### config.mk
export PLATFORM = sky130hd
export DESIGN_NAME = video_timing_gen_flat
export DESIGN_NICKNAME = d
export VERILOG_FILES = /design/src/rtl/video_timing_gen_if.sv /design/src/rtl/video_timing_gen.sv /design/src/flat_wrapper.sv
export SDC_FILE = /design/constraint.sdc
export NUM_CORES = 1
export LEC_CHECK = 0
export BUFFER_PORTS_ARGS = -buffer_cell sky130_fd_sc_hd__buf_2
export CORE_UTILIZATION = 45
export CTS_BUF_LIST = sky130_fd_sc_hd__clkbuf_16
export DETAILED_ROUTE_END_ITERATION = 10
export GPL_ROUTABILITY_DRIVEN = 0
export PLACE_DENSITY_LB_ADDON = 0.2
export SLEW_MARGIN = 40
export SYNTH_ARGS = -nofsm -noshare
export SYNTH_HDL_FRONTEND = slang
export SYNTH_SLANG_ARGS = --single-unit
### constraint.sdc
create_clock -name clk -period 7 [get_ports clk]
set_input_delay 2.1 -clock clk [delete_from_list [all_inputs] [get_ports clk]]
set_output_delay 2.1 -clock clk [all_outputs]
set_load 0.02 [all_outputs]
### src/rtl/video_timing_gen_if.sv
// video_timing_gen_if: run control in, raster timing and RGB pixel stream out
// Ports (master = generator): en, pattern_sel in; running, p_en, h_sync, v_sync, p_r, p_g, p_b, x, y, frame_start out
interface video_timing_gen_if;
    logic        en;
    logic [1:0]  pattern_sel;
    logic        running;
    logic        p_en;
    logic        h_sync;
    logic        v_sync;
    logic [7:0]  p_r;
    logic [7:0]  p_g;
    logic [7:0]  p_b;
    logic [11:0] x;
    logic [11:0] y;
    logic        frame_start;
    modport master (
        input  en, pattern_sel,
        output running, p_en, h_sync, v_sync, p_r, p_g, p_b, x, y, frame_start
    );
    modport slave (
        output en, pattern_sel,
        input  running, p_en, h_sync, v_sync, p_r, p_g, p_b, x, y, frame_start
    );
endinterface

### src/rtl/video_timing_gen.sv
// video_timing_gen: raster timing and built-in test-pattern generator for the HDMI transmitter
// Ports: clk pixel clock; rst asynchronous active-high reset;
//        vid (master): en/pattern_sel in; running, p_en, h_sync, v_sync, p_r/p_g/p_b, x, y, frame_start out
module video_timing_gen #(
    parameter int H_ACTIVE = 1280,
    parameter int H_FP     = 110,
    parameter int H_SYNC   = 40,
    parameter int H_BP     = 220,
    parameter int V_ACTIVE = 720,
    parameter int V_FP     = 5,
    parameter int V_SYNC   = 5,
    parameter int V_BP     = 20,
    parameter int HS_POL   = 1,
    parameter int VS_POL   = 1
) (
    input logic                clk,
    input logic                rst,
    video_timing_gen_if.master vid
);
    localparam logic [11:0] HA  = 12'(H_ACTIVE);
    localparam logic [11:0] HS0 = 12'(H_ACTIVE + H_FP);
    localparam logic [11:0] HS1 = 12'(H_ACTIVE + H_FP + H_SYNC);
    localparam logic [11:0] HL  = 12'(H_ACTIVE + H_FP + H_SYNC + H_BP - 1);
    localparam logic [11:0] VA  = 12'(V_ACTIVE);
    localparam logic [11:0] VS0 = 12'(V_ACTIVE + V_FP);
    localparam logic [11:0] VS1 = 12'(V_ACTIVE + V_FP + V_SYNC);
    localparam logic [11:0] VL  = 12'(V_ACTIVE + V_FP + V_SYNC + V_BP - 1);
    // last column index inside one colour bar
    localparam logic [11:0] BL  = 12'((H_ACTIVE / 8 > 0) ? H_ACTIVE / 8 - 1 : 0);
    localparam logic        HSP = (HS_POL != 0);
    localparam logic        VSP = (VS_POL != 0);

    typedef enum logic {IDLE, RUN} state_t;

    state_t      state_q, state_d;
    logic [11:0] h_cnt_q, h_cnt_d, v_cnt_q, v_cnt_d, bar_cnt_q, bar_cnt_d;
    logic [3:0]  bar_idx_q, bar_idx_d;
    logic [1:0]  pat_q, pat_d;
    logic        p_en_q, p_en_d, h_sync_q, h_sync_d, v_sync_q, v_sync_d, fs_q, fs_d;
    logic [23:0] rgb_q, rgb_d;
    logic [11:0] x_q, x_d, y_q, y_d;
    logic        run, h_last, v_last, first, active;
    logic [23:0] bar_rgb, pix;

    always_comb begin
        state_d   = state_q;
        run       = state_q == RUN;
        h_last    = h_cnt_q == HL;
        v_last    = v_cnt_q == VL;
        first     = run && h_cnt_q == '0 && v_cnt_q == '0;
        if (!run && vid.en)
            state_d = RUN;
        else if (run && h_last && v_last && !vid.en)
            state_d = IDLE;
        h_cnt_d   = (run && !h_last) ? h_cnt_q + 12'd1 : '0;
        v_cnt_d   = !run ? '0 : !h_last ? v_cnt_q : v_last ? '0 : v_cnt_q + 12'd1;
        // bar position tracked by a per-line column counter; index 8 means past the last bar
        bar_cnt_d = (!run || h_last || bar_cnt_q == BL) ? '0 : bar_cnt_q + 12'd1;
        bar_idx_d = (!run || h_last) ? '0 :
                    (bar_cnt_q == BL && !bar_idx_q[3]) ? bar_idx_q + 4'd1 : bar_idx_q;
        // the frame's first pixel already uses the freshly sampled selection
        pat_d     = first ? vid.pattern_sel : pat_q;
        // white, yellow, cyan, green, magenta, red, blue, black
        bar_rgb   = bar_idx_q[3] ? '0 : {{8{~bar_idx_q[1]}}, {8{~bar_idx_q[2]}}, {8{~bar_idx_q[0]}}};
        pix       = pat_d == 2'd0 ? bar_rgb :
                    pat_d == 2'd1 ? {3{h_cnt_q[7:0]}} :
                    pat_d == 2'd2 ? {24{h_cnt_q[5] ^ v_cnt_q[5]}} : 24'hFFFFFF;
        active    = run && h_cnt_q < HA && v_cnt_q < VA;
        p_en_d    = active;
        rgb_d     = active ? pix : '0;
        h_sync_d  = (run && h_cnt_q >= HS0 && h_cnt_q < HS1) ? HSP : ~HSP;
        v_sync_d  = (run && v_cnt_q >= VS0 && v_cnt_q < VS1) ? VSP : ~VSP;
        x_d       = h_cnt_q;
        y_d       = v_cnt_q;
        fs_d      = first;
    end

    always_ff @(posedge clk or posedge rst) begin
        if (rst) begin
            state_q   <= IDLE;
            h_cnt_q   <= '0;
            v_cnt_q   <= '0;
            bar_cnt_q <= '0;
            bar_idx_q <= '0;
            pat_q     <= '0;
            p_en_q    <= 1'b0;
            h_sync_q  <= ~HSP;
            v_sync_q  <= ~VSP;
            rgb_q     <= '0;
            x_q       <= '0;
            y_q       <= '0;
            fs_q      <= 1'b0;
        end else begin
            state_q   <= state_d;
            h_cnt_q   <= h_cnt_d;
            v_cnt_q   <= v_cnt_d;
            bar_cnt_q <= bar_cnt_d;
            bar_idx_q <= bar_idx_d;
            pat_q     <= pat_d;
            p_en_q    <= p_en_d;
            h_sync_q  <= h_sync_d;
            v_sync_q  <= v_sync_d;
            rgb_q     <= rgb_d;
            x_q       <= x_d;
            y_q       <= y_d;
            fs_q      <= fs_d;
        end
    end

    assign vid.running     = state_q == RUN;
    assign vid.p_en        = p_en_q;
    assign vid.h_sync      = h_sync_q;
    assign vid.v_sync      = v_sync_q;
    assign vid.p_r         = rgb_q[23:16];
    assign vid.p_g         = rgb_q[15:8];
    assign vid.p_b         = rgb_q[7:0];
    assign vid.x           = x_q;
    assign vid.y           = y_q;
    assign vid.frame_start = fs_q;
endmodule

### src/flat_wrapper.sv
// flat-port wrapper written by rule: the top's interface ports become plain ports
module video_timing_gen_flat 
#(
    parameter int H_ACTIVE = 1280,
    parameter int H_FP     = 110,
    parameter int H_SYNC   = 40,
    parameter int H_BP     = 220,
    parameter int V_ACTIVE = 720,
    parameter int V_FP     = 5,
    parameter int V_SYNC   = 5,
    parameter int V_BP     = 20,
    parameter int HS_POL   = 1,
    parameter int VS_POL   = 1
)
  (clk, rst, vid_en, vid_pattern_sel, vid_running, vid_p_en, vid_h_sync, vid_v_sync, vid_p_r, vid_p_g, vid_p_b, vid_x, vid_y, vid_frame_start);
  video_timing_gen_if vid_i ();
  input logic clk;
  input logic rst;
  input wire logic [$bits(vid_i.en)-1:0] vid_en;
  input wire logic [$bits(vid_i.pattern_sel)-1:0] vid_pattern_sel;
  output wire logic [$bits(vid_i.running)-1:0] vid_running;
  output wire logic [$bits(vid_i.p_en)-1:0] vid_p_en;
  output wire logic [$bits(vid_i.h_sync)-1:0] vid_h_sync;
  output wire logic [$bits(vid_i.v_sync)-1:0] vid_v_sync;
  output wire logic [$bits(vid_i.p_r)-1:0] vid_p_r;
  output wire logic [$bits(vid_i.p_g)-1:0] vid_p_g;
  output wire logic [$bits(vid_i.p_b)-1:0] vid_p_b;
  output wire logic [$bits(vid_i.x)-1:0] vid_x;
  output wire logic [$bits(vid_i.y)-1:0] vid_y;
  output wire logic [$bits(vid_i.frame_start)-1:0] vid_frame_start;
  assign vid_i.en = vid_en;
  assign vid_i.pattern_sel = vid_pattern_sel;
  assign vid_running = vid_i.running;
  assign vid_p_en = vid_i.p_en;
  assign vid_h_sync = vid_i.h_sync;
  assign vid_v_sync = vid_i.v_sync;
  assign vid_p_r = vid_i.p_r;
  assign vid_p_g = vid_i.p_g;
  assign vid_p_b = vid_i.p_b;
  assign vid_x = vid_i.x;
  assign vid_y = vid_i.y;
  assign vid_frame_start = vid_i.frame_start;
  video_timing_gen #(.H_ACTIVE(H_ACTIVE), .H_FP(H_FP), .H_SYNC(H_SYNC), .H_BP(H_BP), .V_ACTIVE(V_ACTIVE), .V_FP(V_FP), .V_SYNC(V_SYNC), .V_BP(V_BP), .HS_POL(HS_POL), .VS_POL(VS_POL)) u_core (.clk(clk), .rst(rst), .vid(vid_i));
endmodule
== Word-level counts from Yosys, hierarchy flattened ==
Cells that the tools add are included.

* Bits in registers: 95
* Output and inout port bits: 53

* Add/subtract/negate cells: 4
* Order comparisons: 6
* Eq/ne operators: 6
* Mux-type cells: 17
* Bitwise gates (word level): 4
* Reduce and logical (&&, ||, !) cells: 25

{| class="wikitable"
|+ Operators by type and width
! operator !! number
|-
| two-way mux 24 bit || 5
|-
| two-way mux 12 bit || 5
|-
| adder 12 x 1 -> 12 bit, second input constant || 3
|-
| zero test 12 bit || 2
|-
| less-than comparator 12 x 10 -> 1 bit, second input constant || 2
|-
| less-than comparator 12 x 11 -> 1 bit, second input constant || 2
|-
| logical AND 1 bit || 14
|-
| equality test 12 x 10 -> 1 bit, second input constant || 1
|-
| equality test 12 x 11 -> 1 bit, second input constant || 1
|-
| equality test 12 x 8 -> 1 bit, second input constant || 1
|-
| >= comparator 12 x 10 -> 1 bit, second input constant || 1
|-
| >= comparator 12 x 11 -> 1 bit, second input constant || 1
|-
| two-way mux 4 bit || 2
|-
| adder 4 x 1 -> 4 bit, second input constant || 1
|-
| zero test 1 bit || 4
|-
| two-way mux 1 bit || 4
|-
| nonzero test 2 bit || 2
|-
| NOT 1 bit || 3
|-
| equality test 2 x 1 -> 1 bit, second input constant || 1
|-
| equality test 2 bit, second input constant || 1
|-
| zero test 2 bit || 1
|-
| logical OR 1 bit || 2
|-
| two-way mux 2 bit || 1
|-
| != test 2 bit, second input constant || 1
|-
| bitwise XOR 1 bit || 1
|}

== Depth between registers and ports, before layout ==
Gate-level depths: netlist of run 1.

* Word-level depth: 9
* Depth in mapped cells: 9
* Depth with buffers taken out: 7

== Least setup slack after synthesis of run 1 ==
Ideal clock, no wire load.

* Path type: in2reg
* From: in vid_pattern_sel[1]
* To: reg u_core.rgb_q[16]
* Data arrival time: 3086 ps
* Slack: 3848 ps
* Stages on the path: 4
* Path through: nor3_1 > nor2_1 > a211oi_1 > o21a_1

* Word-level cells in the longest chain between the ends: 6

{| class="wikitable"
|+ Ends and longest elaborated chain
! item !! RTL line !! RTL
|-
| from (decl) || flat_wrapper.sv:20 || <nowiki>input wire logic [$bits(vid_i.pattern_sel)-1:0] vid_pattern_sel;</nowiki>
|-
| two-way mux 2 bit * || video_timing_gen.sv:62 || <nowiki>pat_d = first ? vid.pattern_sel : pat_q;</nowiki>
|-
| equality test 2 bit || video_timing_gen.sv:67 || <nowiki>pat_d == 2'd2 ? {24{h_cnt_q[5] ^ v_cnt_q[5]}} : 24'hFFFFFF;</nowiki>
|-
| two-way mux 24 bit || video_timing_gen.sv:67 ||
|-
| two-way mux 24 bit || video_timing_gen.sv:66 || <nowiki>pat_d == 2'd1 ? {3{h_cnt_q[7:0]}} :</nowiki>
|-
| two-way mux 24 bit * || video_timing_gen.sv:65 || <nowiki>pix = pat_d == 2'd0 ? bar_rgb :</nowiki>
|-
| two-way mux 24 bit * || video_timing_gen.sv:70 || <nowiki>rgb_d = active ? pix : '0;</nowiki>
|-
| named net u_core.rgb_d[16] || video_timing_gen.sv:40 || <nowiki>logic [23:0] rgb_q, rgb_d;</nowiki>
|-
| to (signal assigned) || video_timing_gen.sv:103 || <nowiki>rgb_q <= rgb_d;</nowiki>
|-
| to (decl) || video_timing_gen.sv:40 ||
|}

The timed path passes the listed nets; every way through them passes the cells marked *.
A chain may end at the register's enable or synchronous reset.

== Worst setup path after layout of run 1 ==
* From: reg u_core.state_q (netlist: u_core.vid.running)
* To: out vid_running

{| class="wikitable"
|+ RTL lines
! item !! RTL line !! RTL
|-
| from (decl) || video_timing_gen.sv:35 || <nowiki>state_t state_q, state_d;</nowiki>
|-
| from (signal assigned) || video_timing_gen.sv:94 || <nowiki>state_q <= state_d;</nowiki>
|-
| to (decl) || flat_wrapper.sv:21 || <nowiki>output wire logic [$bits(vid_i.running)-1:0] vid_running;</nowiki>
|}

No word-level cell between the ends.

==> metrics.cfg, run 1 <==
[status]
status = finished, final reports clean

[synthesis]
synth_edf_count = 0
ys_types = 45
synth.most_common_cell = dfrtp_1
syn_inst = 361
synth-seq-cells = 95
synth_area_leader_cell = dfrtp_1
yosys_warnings = 0
synthTopCellsByCount = dfrtp_1, nor2_1, o21a_1
synth.area.top_cells = dfrtp_1, o21a_1, nor2_1, ha_1, xnor2_1
synthesis.area_um2 = 4000
ys_seq_area_share_pct = 59.4
syn_nets = 375
synth-async-reset-ratio_pct = 100
synth_ff_type = dfrtp_1
synth.top_cell.area_share_pct = 59.4
avgSynthCellArea_um2 = 11.1

[routing]
route.detailed.drc = 0
vias_per_cell = 5.32
dr.pass1.iters = 4
drt_iter0_drc = 110
drt_wl_total_mm = 8.27
post_drt_wl_per_cell_um = 15.7
vias = 2791
antenna_left = 0

[pwr]
power_frac_clock_pct = 43.8
pwr-share-seq_pct = 51.7
p_switching_uw = 239
p_int_uw = 848
pwr-share-comb_pct = 4.5
switching_share_pct = 22.0
p_leak_uw = 0.00212
power.density_nw_per_um2 = 233
peakVddDrop_uv = 107

[sta]
final.setup.tns_ns = 0
worst_pin_slew_ns = 0.753
max_slew_margin_pct = 49.7
rsz0062_at_grt = no
setup_violations = 0
hold_viol = 0
min_period_ns = 3.13
slew_violations = 0
fin_crit_sh_pct = 44.7
skew_ns = 0.0102
fmax_ghz = 0.319

[floorplan]
pin_count = 58
num_rows = 34
start_util_pct = 46.1
coreArea_um2 = 8680
die_h_um = 96.3
die_w_um = 96.3
die_area_um2 = 9270

[worst_setup_path]
worstReg2RegStart = u_core.h_cnt_q[3]$_DFF_PP0_
critical_path_required_ns = 4.90
worstSetupStartpointType = flop
crit_start = u_core.vid.running$_DFFE_PP0P_
crit_type = flop to output pin
worst_path_max_delay_cell = dfrtp_1
reg2reg_depth = 5
critPathTopFamily = flip-flops
worstPathArrival_ns = 1.03
cp_num_buf_inv = 1
reg2reg_to = u_core.v_cnt_q[6]$_DFFE_PP0N_
cp_cell_sequence = buf_2
endpoint_kind = output pin
cpPeakStageDelay_ns = 0.48
reg2reg_slack_ns = 4.13
cp_max_fo = 7

[global_routing]
grtUsageTotal_pct = 19.5
antenna_found_initial = 0
gr-total-overflow = 0
grt_start_max_net_pins = 50
grt_pass1_vias = 2670
grt_pass1_wl_mm = 13.5

[finish]
n_fill_cell = 798
diodes = 0
area_delta_synth_final_pct = 16.5
multi_input_area_um2 = 1530
nNetsFinal = 426
drive_above_1_share_pct = 20.6
regArea_um2 = 2380
layout.cells.non_filler = 525

[clocking]
hold_buffers = 0
clk_latency_ns = 0.34
clkTransAtPathRegs_ns = 0.07
tritoncts = done
post_cts_buffers = 0
htreeDepth = 3
cts_root_buffer = clkbuf_16
ctsResizeCount = 0
cts_buffer_depth = 2
clock_sinks = 95
cts-buffers-inserted = 9

[placement]
io_buffers = 57
place_inst = 509
hpwl_mm = 5.40

[min_path]
worstHoldStart = u_core.h_cnt_q[11]$_DFF_PP0_
hp-class = flop to flop
holdPathEnd = u_core.vid.x[11]$_DFF_PP0_
whs_path_depth = 0

[job]
maxCapViolations = 0

[sequential cells by signal, summed over array words and instances, names as in the netlist]
name,cells
u_core.vid.x,12
u_core.vid.y,12
u_core.vid.p_en,1
u_core.bar_idx_q,4
u_core.vid.frame_start,1
u_core.vid.v_sync,1
u_core.vid.running,1
u_core.v_cnt_q,12
u_core.rgb_q,24
u_core.pat_q,2
u_core.vid.h_sync,1
u_core.h_cnt_q,12
u_core.bar_cnt_q,12
[layout make-up]
cell class	instances	area share, %
sequential	95	51.0
multi-input combinational	238	32.7
timing repair buffer	58	6.28
clock buffer	9	4.83
tap	108	2.90
clock inverter	7	1.42
inverter	10	0.859
[worst max path at each step]
stage / end / slack (ns) / cells after the start
after floorplan: u_core.bar_cnt_q[0]$_DFF_PP0_ / 2.42 / 1
after global placement: u_core.rgb_q[17]$_DFF_PP0_ / 3.47 / 5
after detailed placement: u_core.rgb_q[7]$_DFF_PP0_ / 3.43 / 5
after CTS: u_core.rgb_q[7]$_DFF_PP0_ / 3.78 / 5
after global routing: vid_running / 3.84 / 1
final: vid_running / 3.87 / 1
[kinds of logic after synthesis]
logic type | Yosys count | synth area share (%)
muxes | 3 | 0.813
DFF | 95 | 59.4
adders and majority gates | 9 | 2.82
buffers and inverters | 28 | 3.19
and+or+nand+nor | 135 | 17.3
AOI/OAI and AO/OA | 67 | 11.2
xor gates and xnor gates | 24 | 5.25
[through the flow]
stage	utilization [%]	power [uW]	hold WS, ns	instance area, um2	setup WS [ns]
after detailed placement	50.3	622	0.450	4360	3.43
after CTS	53.6	1100	0.466	4660	3.78
final	53.7	1090	0.456	4660	3.87
after floorplan	-	604	0.349	4000	2.42
after global placement	50.1	620	0.446	4350	3.47
after global routing	53.7	1130	0.482	4660	3.84
[cells in the final DEF (no fill, tap or decap), types with 2 or more instances in the layout]
cell / count
clkbuf_16: 9
nand2b_1: 4
a21oi_1: 12
buf_2: 57
nand3b_1: 2
and4_1: 2
mux2_2: 2
and2_1: 2
nor3b_1: 2
ha_1: 9
o21a_1: 25
o21ai_0: 11
or4_4: 2
nand4_1: 5
inv_1: 11
nand2_1: 23
nor4_1: 3
clkinvlp_4: 2
xnor2_1: 12
and3_1: 5
dfrtp_1: 95
a211o_1: 3
o211ai_1: 2
a211oi_2: 3
nor3_1: 12
a21o_1: 2
nor2_1: 42
nand3_1: 17
xor2_1: 12
or3_1: 7
a31oi_1: 4
[power groups by stage]
| stage | registers, uW | clock network, uW | logic [uW] |
|---|---|---|---|
| global route | 563 | 508 | 55.1 |
| global placement | 572 | 0 | 48.2 |
| floorplan | 583 | 0 | 21.1 |
| detailed placement | 572 | 0 | 49.6 |
| CTS | 562 | 484 | 49.8 |
| finish | 562 | 476 | 49.0 |
[per-layer routing]
layer	routed length, um	share of wire, %	GRT usage, %
met1	4020	49	28.3
met2	3770	46	29.3
met3	349	4.2	3.16
met4	130	1.6	7.46
met5	0	0	0
Power figures use the tool's default switching activity.
==> run 2: changes to the inputs <==
Clock period 7 ns to 2.8 ns, I/O delays scaled along.
==> run 2 against run 1 <==
Register-to-register slack worse by 3.8 ns. Sequential cell count unchanged. Hold slack better by 0.018 ns. Largest cell class unchanged. Sequential power up 150%. Core utilization up 1.3 points. Critical endpoint is now u_core.v_cnt_q[3]$_DFFE_PP0N_.
==> metrics.cfg, run 2 (synthesis results as in run 1) <==
[pwr]
peakVddDrop_uv = 316  ; +190%
power.density_nw_per_um2 = 576  ; +150%
power_uw = 2750  ; +150%
p_leak_uw = 0.00219  ; +3.3%

[sta]
hold_viol = 0  ; unchanged
fmax_ghz = 0.406
max_slew_margin_pct = 60.2  ; +11 points
final.setup.tns_ns = 0  ; unchanged
worst_pin_slew_ns = 0.594  ; -0.159 ns
setup_violations = 0  ; unchanged
slew_violations = 0  ; unchanged
fin_crit_sh_pct = 88.1
rsz0062_at_grt = no
min_period_ns = 2.47
skew_ns = 0.00714  ; -0.00303 ns

[clocking]
htreeDepth = 3  ; unchanged
ctsResizeCount = 0  ; unchanged
hold_buffers = 0  ; unchanged
cts-buffers-inserted = 9  ; unchanged
tritoncts = done
post_cts_buffers = 0  ; unchanged
cts_buffer_depth = 2  ; unchanged
clkTransAtPathRegs_ns = 0.07  ; about the same
cts_root_buffer = clkbuf_16
clk_latency_ns = 0.34  ; about the same
clock_sinks = 95  ; unchanged

[placement]
io_buffers = 57  ; unchanged
hpwl_mm = 5.64  ; +4.5%

[floorplan]
die_w_um = 96.3  ; unchanged
die_h_um = 96.3  ; unchanged
num_rows = 34  ; unchanged
pin_count = 58  ; unchanged
start_util_pct = 46.1  ; unchanged
coreArea_um2 = 8680  ; unchanged
die_area_um2 = 9270  ; unchanged

[worst_setup_path]
endpoint_kind = flop
critPathTopFamily = simple AND/OR/NAND/NOR gates
crit_type = flop to flop
critical_path_required_ns = 3.06  ; -1.84 ns
worstReg2RegStart = u_core.h_cnt_q[3]$_DFF_PP0_
cp_max_fo = 10  ; +3
worst_path_max_delay_cell = or4_4
worstPathArrival_ns = 2.73  ; +1.70 ns
cpPeakStageDelay_ns = 0.59  ; +0.11 ns
cp_num_buf_inv = 0  ; -1
path_common_cell = or4_4
worstSetupStartpointType = flop
crit_start = u_core.h_cnt_q[3]$_DFF_PP0_
cp_cell_sequence = or4_4 > or4_4 > or2_1 > or3_1 > o21ai_0

[routing]
drt_iter0_drc = 111  ; +0.91%
vias = 2880  ; +3.2%
dr.pass1.iters = 4  ; unchanged
route.detailed.drc = 0  ; unchanged
post_drt_wl_per_cell_um = 15.8  ; +0.57%
antenna_left = 0  ; unchanged
vias_per_cell = 5.35  ; +0.70%
drt_wl_total_mm = 8.52  ; +3.1%

[finish]
drive_above_1_share_pct = 23.0  ; +2.4 points
largest-register = u_core.rgb_q
final_cell_mix = dfrtp_1, buf_2, nor2_1
fin_util_pct = 55.0  ; +1.3 points
regArea_um2 = 2380  ; unchanged
final_common_cell = dfrtp_1
diodes = 0  ; unchanged
n_fill_cell = 788  ; -1.3%
multi_input_area_um2 = 1520  ; -0.57%
nNetsFinal = 439  ; +3.1%
area_delta_synth_final_pct = 19.3
largest_reg_flops = 24  ; unchanged

[min_path]
worstHoldStart = u_core.h_cnt_q[11]$_DFF_PP0_
hp-class = flop to flop

[global_routing]
grt_start_max_net_pins = 96  ; +92%
grt_pass1_vias = 2788  ; +4.4%
antenna_found_initial = 0  ; unchanged
grt_pass1_wl_mm = 14.3  ; +5.6%
grtUsageTotal_pct = 20.8  ; +1.3 points
gr-total-overflow = 0  ; unchanged

[job]
maxCapViolations = 0  ; unchanged

[status]
status = finished, final reports clean

[run 2: changes by cell type in the layout (fill, tap and decap cells not counted), sizes merged]
cell,before,now
buf,58,71
clkinv,2,3
clkinvlp,2,1
[run 2: through the flow]
stage / cells / worst slack [ns] / hold WS [ns] / area [um2]
after floorplan: 361 / 0.348 / 0.349 / 4000
after global placement: 522 / 0.318 / 0.450 / 4460
after detailed placement: 522 / 0.342 / 0.448 / 4470
after CTS: 538 / 0.334 / 0.468 / 4770
after global routing: 538 / 0.107 / 0.485 / 4770
final: 538 / 0.334 / 0.473 / 4770
[run 2: routing by layer]
layer,up-vias,wire length [um],GRT usage (%)
met1,1436,4060,30.5
met3,9,255,2.84
met5,-,0,0
met2,60,4070,31.5
met4,0,133,7.96
li1,1375,-,-
[run 2: path summary, 6_finish.rpt]
path,slack [ns],endpoint,cells after the start
setup / recovery,0.33,u_core.v_cnt_q[3]$_DFFE_PP0N_,5
hold / removal,0.47,u_core.vid.x[11]$_DFF_PP0_,0
setup reg to reg,0.33,u_core.v_cnt_q[3]$_DFFE_PP0N_,5
hold reg to reg,0.47,u_core.vid.x[11]$_DFF_PP0_,0
max in group asynchronous,1.76,u_core.bar_idx_q[1]$_DFFE_PP0P_,3
min in group asynchronous,0.62,u_core.vid.x[9]$_DFF_PP0_,3
[run 2: worst register-to-register path, delay by kind of cell, from the launching register on]
| kind | cells | cell delay [ns] |
|---|---|---|
| AOI/OAI and AO/OA | 1 | 0.07 |
| and+or+nand+nor | 4 | 1.94 |
| DFF | 1 | 0.38 |
[run 2: cell type report]
cell class / count / area share, %
inverters: 10 / 0.865
repair buffers: 71 / 8.44
flip-flops and latches: 95 / 49.8
well taps: 108 / 2.83
clock buffers: 9 / 4.72
clock inverters: 7 / 1.52
multi-input cells: 238 / 31.8
[run 2: report_power, final]
| part | switching, uW | internal, uW |
|---|---|---|
| Combinational | 84.6 | 40.6 |
| Clock | 525 | 696 |
| Sequential | 9.08 | 1400 |
| Total | 619 | 2130 |
